==> src/rtl/puf_pkg.sv <==
// Shared types for the arbiter PUF: controller state encoding and vote-count width helper.
package puf_pkg;

  typedef enum logic [2:0] {
    ST_IDLE,
    ST_ARM,
    ST_LAUNCH,
    ST_SETTLE,
    ST_SAMPLE,
    ST_DONE
  } puf_state_e;

  function automatic int vote_width(input int n_votes);
    return $clog2(n_votes + 1);
  endfunction

endpackage

==> src/rtl/puf_switch_stage.sv <==
// One crossing switch of the delay chain: straight when sel_i=0, crossed when sel_i=1.
module puf_switch_stage (
  input  logic sel_i,
  input  logic top_i,
  input  logic bot_i,
  output logic top_o,
  output logic bot_o
);

  (* keep = "true" *) logic top_mux;
  (* keep = "true" *) logic bot_mux;

  assign top_mux = sel_i ? bot_i : top_i;
  assign bot_mux = sel_i ? top_i : bot_i;
  assign top_o   = top_mux;
  assign bot_o   = bot_mux;

endmodule

==> src/rtl/puf_arbiter_chain.sv <==
// Arbiter PUF: N_STAGES switch chain, first-arrival arbiter, N_VOTES majority vote.
// One challenge at a time; response held until resp_ready, no challenge queuing.
module puf_arbiter_chain
  import puf_pkg::*;
#(
  parameter int N_STAGES      = 64,
  parameter int SETTLE_CYCLES = 8,
  parameter int N_VOTES       = 5,
  parameter int VW            = vote_width(N_VOTES)
) (
  input  logic                clk,
  input  logic                rst_n,
  input  logic                chal_valid,
  output logic                chal_ready,
  input  logic [N_STAGES-1:0] chal,
  input  logic                test_mode,
  output logic                resp_valid,
  input  logic                resp_ready,
  output logic                resp,
  output logic [VW-1:0]       resp_conf,
  output logic                busy
);

  localparam int            CW          = $clog2(SETTLE_CYCLES);
  localparam logic [CW-1:0] SETTLE_LAST = CW'(SETTLE_CYCLES - 1);
  localparam logic [CW-1:0] SAMPLE_LAST = CW'(1);
  localparam logic [VW-1:0] VOTES_MAX   = VW'(N_VOTES);
  localparam logic [VW-1:0] VOTES_HALF  = VW'(N_VOTES / 2);

  if ((N_VOTES % 2) == 0 || N_STAGES < 1 || N_STAGES > 256 || SETTLE_CYCLES < 2) begin : g_bad_param
    $error("puf_arbiter_chain: illegal N_VOTES, N_STAGES or SETTLE_CYCLES");
  end

  puf_state_e          state_q;
  logic [CW-1:0]       cnt_q;
  logic [N_STAGES-1:0] chal_q;
  logic                tm_q;
  logic                launch_top_q, launch_bot_q;
  logic [VW-1:0]       ones_q, vote_q, ones_d, vote_d;
  logic                chal_ready_q, resp_valid_q, resp_q, busy_q;
  logic [VW-1:0]       resp_conf_q;
  logic                arb_q, arb_lock_q, sync1_q, sync2_q;
  logic                arb_clr;

  logic [N_STAGES:0] top_path, bot_path;
  assign top_path[0] = launch_top_q;
  assign bot_path[0] = launch_bot_q;

  for (genvar i = 0; i < N_STAGES; i++) begin : g_stage
    puf_switch_stage u_stage (
      .sel_i (chal_q[i]),
      .top_i (top_path[i]),
      .bot_i (bot_path[i]),
      .top_o (top_path[i+1]),
      .bot_o (bot_path[i+1])
    );
  end

  // Arbiter latches the first edge to arrive; a simultaneous arrival locks in the cleared 0.
  assign arb_clr = (state_q == ST_IDLE) || (state_q == ST_ARM);

  always_ff @(posedge clk or negedge rst_n) begin
    if (!rst_n) begin
      arb_q      <= 1'b0;
      arb_lock_q <= 1'b0;
      sync1_q    <= 1'b0;
      sync2_q    <= 1'b0;
    end else begin
      sync1_q <= arb_q;
      sync2_q <= sync1_q;
      if (arb_clr) begin
        arb_q      <= 1'b0;
        arb_lock_q <= 1'b0;
      end else if (!arb_lock_q && (top_path[N_STAGES] || bot_path[N_STAGES])) begin
        arb_lock_q <= 1'b1;
        arb_q      <= top_path[N_STAGES] & ~bot_path[N_STAGES];
      end
    end
  end

  assign ones_d = (sync2_q && ones_q != VOTES_MAX) ? ones_q + VW'(1) : ones_q;
  assign vote_d = (vote_q != VOTES_MAX) ? vote_q + VW'(1) : vote_q;

  always_ff @(posedge clk or negedge rst_n) begin
    if (!rst_n) begin
      state_q      <= ST_IDLE;
      cnt_q        <= '0;
      chal_q       <= '0;
      tm_q         <= 1'b0;
      launch_top_q <= 1'b0;
      launch_bot_q <= 1'b0;
      ones_q       <= '0;
      vote_q       <= '0;
      chal_ready_q <= 1'b0;
      resp_valid_q <= 1'b0;
      resp_q       <= 1'b0;
      resp_conf_q  <= '0;
      busy_q       <= 1'b0;
    end else begin
      case (state_q)
        ST_IDLE: begin
          chal_ready_q <= 1'b1;
          busy_q       <= 1'b0;
          if (chal_valid && chal_ready_q) begin
            chal_q       <= chal;
            tm_q         <= test_mode;
            ones_q       <= '0;
            vote_q       <= '0;
            cnt_q        <= '0;
            launch_top_q <= 1'b0;
            launch_bot_q <= 1'b0;
            chal_ready_q <= 1'b0;
            busy_q       <= 1'b1;
            state_q      <= ST_ARM;
          end
        end
        ST_ARM: begin
          launch_top_q <= 1'b0;
          launch_bot_q <= 1'b0;
          if (cnt_q == SETTLE_LAST) begin
            cnt_q        <= '0;
            launch_top_q <= 1'b1;
            launch_bot_q <= ~tm_q;
            state_q      <= ST_LAUNCH;
          end else begin
            cnt_q <= cnt_q + CW'(1);
          end
        end
        ST_LAUNCH: begin
          cnt_q   <= '0;
          state_q <= ST_SETTLE;
        end
        ST_SETTLE: begin
          if (cnt_q == SETTLE_LAST) begin
            cnt_q   <= '0;
            state_q <= ST_SAMPLE;
          end else begin
            cnt_q <= cnt_q + CW'(1);
          end
        end
        ST_SAMPLE: begin
          if (cnt_q == SAMPLE_LAST) begin
            cnt_q        <= '0;
            ones_q       <= ones_d;
            vote_q       <= vote_d;
            launch_top_q <= 1'b0;
            launch_bot_q <= 1'b0;
            if (vote_d < VOTES_MAX) begin
              state_q <= ST_ARM;
            end else begin
              resp_valid_q <= 1'b1;
              resp_q       <= (ones_d > VOTES_HALF);
              resp_conf_q  <= ones_d;
              state_q      <= ST_DONE;
            end
          end else begin
            cnt_q <= cnt_q + CW'(1);
          end
        end
        ST_DONE: begin
          if (resp_ready) begin
            resp_valid_q <= 1'b0;
            resp_q       <= 1'b0;
            resp_conf_q  <= '0;
            chal_ready_q <= 1'b1;
            busy_q       <= 1'b0;
            state_q      <= ST_IDLE;
          end
        end
        default: begin
          state_q <= ST_IDLE;
        end
      endcase
    end
  end

  assign chal_ready = chal_ready_q;
  assign resp_valid = resp_valid_q;
  assign resp       = resp_q;
  assign resp_conf  = resp_conf_q;
  assign busy       = busy_q;

endmodule

==> config.mk <==
export PLATFORM = sky130hd
export DESIGN_NAME = puf_arbiter_chain
export DESIGN_NICKNAME = d
export VERILOG_FILES = /design/src/rtl/puf_pkg.sv /design/src/rtl/puf_switch_stage.sv /design/src/rtl/puf_arbiter_chain.sv
export SDC_FILE = /design/constraint.sdc
export NUM_CORES = 1
export LEC_CHECK = 0
export ABC_AREA = 1
export BUFFER_PORTS_ARGS = -buffer_cell sky130_fd_sc_hd__buf_2
export CAP_MARGIN = 20
export CELL_PAD_IN_SITES_DETAIL_PLACEMENT = 2
export CELL_PAD_IN_SITES_GLOBAL_PLACEMENT = 2
export CORE_MARGIN = 2
export CORE_UTILIZATION = 29
export DETAILED_ROUTE_END_ITERATION = 12
export PLACE_DENSITY = 0.74
export SLEW_MARGIN = 20
export SYNTH_ARGS = -nofsm -noshare
export SYNTH_HDL_FRONTEND = slang
export SYNTH_HIERARCHICAL = 1
export SYNTH_SLANG_ARGS = --single-unit
export TNS_END_PERCENT = 1
==> constraint.sdc <==
create_clock -name clk -period 9.6 [get_ports clk]
set_input_delay 1.44 -clock clk [delete_from_list [all_inputs] [get_ports clk]]
set_output_delay 1.44 -clock clk [all_outputs]
set_load 0.01 [all_outputs]
==> impl.org <==
** Clock network
- In this run the deepest clock path goes through 2 buffers.
- For this design, the sink count on the clock tree is 90.
- CTS Hold Bufs :: 0
- TritonCTS clock tree :: built
- H-tree depth :: 3
- Post-CTS clock slew at the launch and capture registers of the worst setup and hold paths :: about 0.070 ns
- TritonCTS created 9 clock buffers.
- Clock Latency Late Sink :: roughly 0.35 ns
- CTS placed an instance of sky130_fd_sc_hd__clkbuf_16 at the clock tree root.
- Post-CTS setup buffer count :: 0

** GRT
- GRT Residual Overflow :: 0
- GRT Total Usage :: between 10% and 20%
- Wire length of the first global-routing pass :: about 27 mm
- The number of antenna violations at the first check in global routing came to 0.
- Vias in the first global route :: 5945
- Entering global routing, the biggest net connects 67 pins.

** Setup path
- Depth of the critical timing path with buffers and inverters included :: approximately 130
- The worst setup path is captured at a flop.
- The critical path is of the flop to flop type.
- Delay of the slowest cell on the worst path :: around 0.42 ns
- In this run the register-to-register setup slack is -0.07 ns.
- WP data arrival :: between 9 and 10 ns
- The most critical setup path has its startpoint at chal_q[0].
- CP Buf/Inv Count :: 1
- In this run the worst path has a maximum fanout of 4.
- Cell repeated most along the worst path :: sky130_fd_sc_hd__nand2_1
- Capturing point of the worst reg2reg path :: arb_q
- Reg-to-Reg Start :: chal_q[0]
- Critical path startpoint category :: flop
- Critical-path cell with the highest stage delay :: sky130_fd_sc_hd__dfrtp_1
- Crit path required time :: roughly 9.9 ns
- Cell count of the worst reg-to-reg path :: roughly 130
- Family of cells with the greatest summed delay on the critical path :: simple AND/OR/NAND/NOR gates
- Following the worst setup path forward leads to its endpoint at arb_q.

** Run
- The tool flagged a number of max-cap violations equal to 0.

** Synthesis
- During synthesis, Yosys emitted a total of 6 warnings.
- Number of cells produced by synthesis :: 893
- Mean cell area of the mapped netlist :: roughly 6.1 um^2
- The number of nets in the synthesized netlist is 969.
- Post-Syn Area :: roughly 0.0055 mm^2

** Drt
- Total length of routed wires :: 15.1 mm
- In this run, the number of DRC markers left after iteration 0 of detailed routing was 121.
- For this run, design rule violations remaining after detail routing come to 0.
- In the routed layout, each cell is associated on average with a via count of about 4.5.
- Pre-Repair DR Iteration Count :: 4
- Across all layers, the routed design uses between 5k and 6k vias.
- The detail route stage leaves a number of antenna-violating nets equal to 0.
- Per-cell routed wire length :: between 10 and 15 um

** Timing
- Unrepaired setup endpoints after global routing :: true
- Between clock sinks in the finished design, the worst skew comes to between 0.007 and 0.008 ns.
- Headroom to the max-slew limit came out at between 40% and 50%.
- Across all setup checks in the final design, the least slack found is -0.0670 ns.
- Worst hold slack after final layout :: between 0.3 and 0.4 ns
- For the pin with the worst max-slew slack, the measured transition is approximately 0.83 ns.
- The final number of max-transition violations is 0.
- The number of failing hold endpoints at the final stage was 0.
- The routed design could run at a clock period as short as between 9 and 10 ns.
- Setup violations remaining at the end of the flow were counted as 2.
- Derived from the worst setup path, the maximum achievable clock frequency is around 100 MHz.
- In the finished design, the share of the clock period the worst path needs comes to 101%.

** Power
- Areal power density over the cells :: between 200 and 250 mW/mm^2
- Maximum VDD drop :: slightly above 100 uV
- Reported leakage power :: 0.00383 uW

** Hold path
- Cell depth of the worst min-delay path :: 0
- The worst hold path begins at arb_q.
- The worst hold path belongs to the class flop to flop.

** Place
- Prior to clock tree synthesis, the placed netlist has a worst setup slack of -0.359 ns.
- Port buffering added 75 buffers.
- Half-perimeter wire length of the detailed placement result :: ~11 mm
- Routability-driven placement finished with a final weighted congestion of 0.702.

** Finish
- Top library cells by usage in the layout, fill and taps aside :: sky130_fd_sc_hd__nand2_1 (550), sky130_fd_sc_hd__inv_1 (92), sky130_fd_sc_hd__dfrtp_1 (90)
- Cells with a size suffix above 1 make up 19.0% of the layout.
- Relative to the synthesized area, the layout overhead comes to 19.7%.
- The number of antenna diodes in the final layout is 0.
- FILL cells :: ~2.4k
- The library cell used most frequently in the layout, excluding fill and tap cells, is sky130_fd_sc_hd__nand2_1.
- # nets final :: about 1.0k

** Floorplan
- Chip height :: between 100 and 150 um
- Die Footprint :: 0.0200 mm^2
- Starting Density :: 29.4%
- Number of ports placed on the die boundary :: between 70 and 80
- CORE AREA :: roughly 0.019 mm^2
- From left edge to right edge, the die measures 142 um.
- Standard-cell rows :: 50

** Outcome
- Violations in the final reports :: negative setup slack
- The flow ran to the end, but the final reports show violations.
==> where the power goes <==
group | internal [uW] | switching, uW | total [uW]
Combinational | 175 | 351 | 526
Clock | 202 | 157 | 360
Sequential | 534 | 165 | 698
Total | 911 | 673 | 1580
==> metrics by stage <==
step	area, um^2	utilization (%)	TNS [ns]	power, uW	instances
detailed placement	6070	32.6	-0.689	1230	1190
global route	6570	35.3	-3.36	1750	1206
global placement	6070	32.6	0	1190	1190
finish	6570	35.3	-0.0784	1580	1206
floorplan	5490	-	0	1060	893
CTS	6390	34.3	-0.723	1610	1206
==> layer usage <==
layer | global-route usage (%) | wire [um] | vias to the layer above
met2 | 30.3 | 7690 | 56
met3 | 2.70 | 386 | 9
met4 | 3.63 | 142 | 0
li1 | - | - | 2784
met1 | 19.2 | 6880 | 2619
met5 | 0 | 0 | -
==> flip-flops by register name (all words and copies together) (netlist names), 3 cells and up <==
| name | flops |
|---|---|
| chal_q | 64 |
| cnt_q | 3 |
| ones_q | 3 |
| resp_conf | 3 |
| state_q | 3 |
| vote_q | 3 |
==> repair_timing <==
action | CTS | global route
pin swaps | 24 | 55
resized for setup | 10 | 73
endpoints found under the setup margin | 2 | 2
==> cell type report <==
cell class | count | area [um^2] | share of cell area [%]
multi-input combinational | 693 | 2970 | 45.3
sequential | 90 | 2250 | 34.3
timing repair buffer | 78 | 400 | 6.09
inverter | 95 | 357 | 5.43
tap | 234 | 293 | 4.45
clock buffer | 10 | 229 | 3.48
clock inverter | 6 | 67.6 | 1.03
==> worst min path at each step <==
stage	endpoint	slack, ns
2_1_floorplan	sync2_q	0.33
3_3_place_gp	sync1_q	0.37
3_5_place_dp	sync1_q	0.37
4_1_cts	sync1_q	0.40
5_1_grt	sync2_q	0.41
6_report	sync1_q	0.39
==> worst register-to-register path, delay by kind of cell (launching register included) <==
| kind | cells | cell delay (ns) |
|---|---|---|
| AOI/OAI and AO/OA | 2 | 0.25 |
| buffers and inverters | 1 | 0.07 |
| DFF | 1 | 0.42 |
| and+or+nand+nor | 128 | 8.81 |
(Power assumes the default switching activity.)
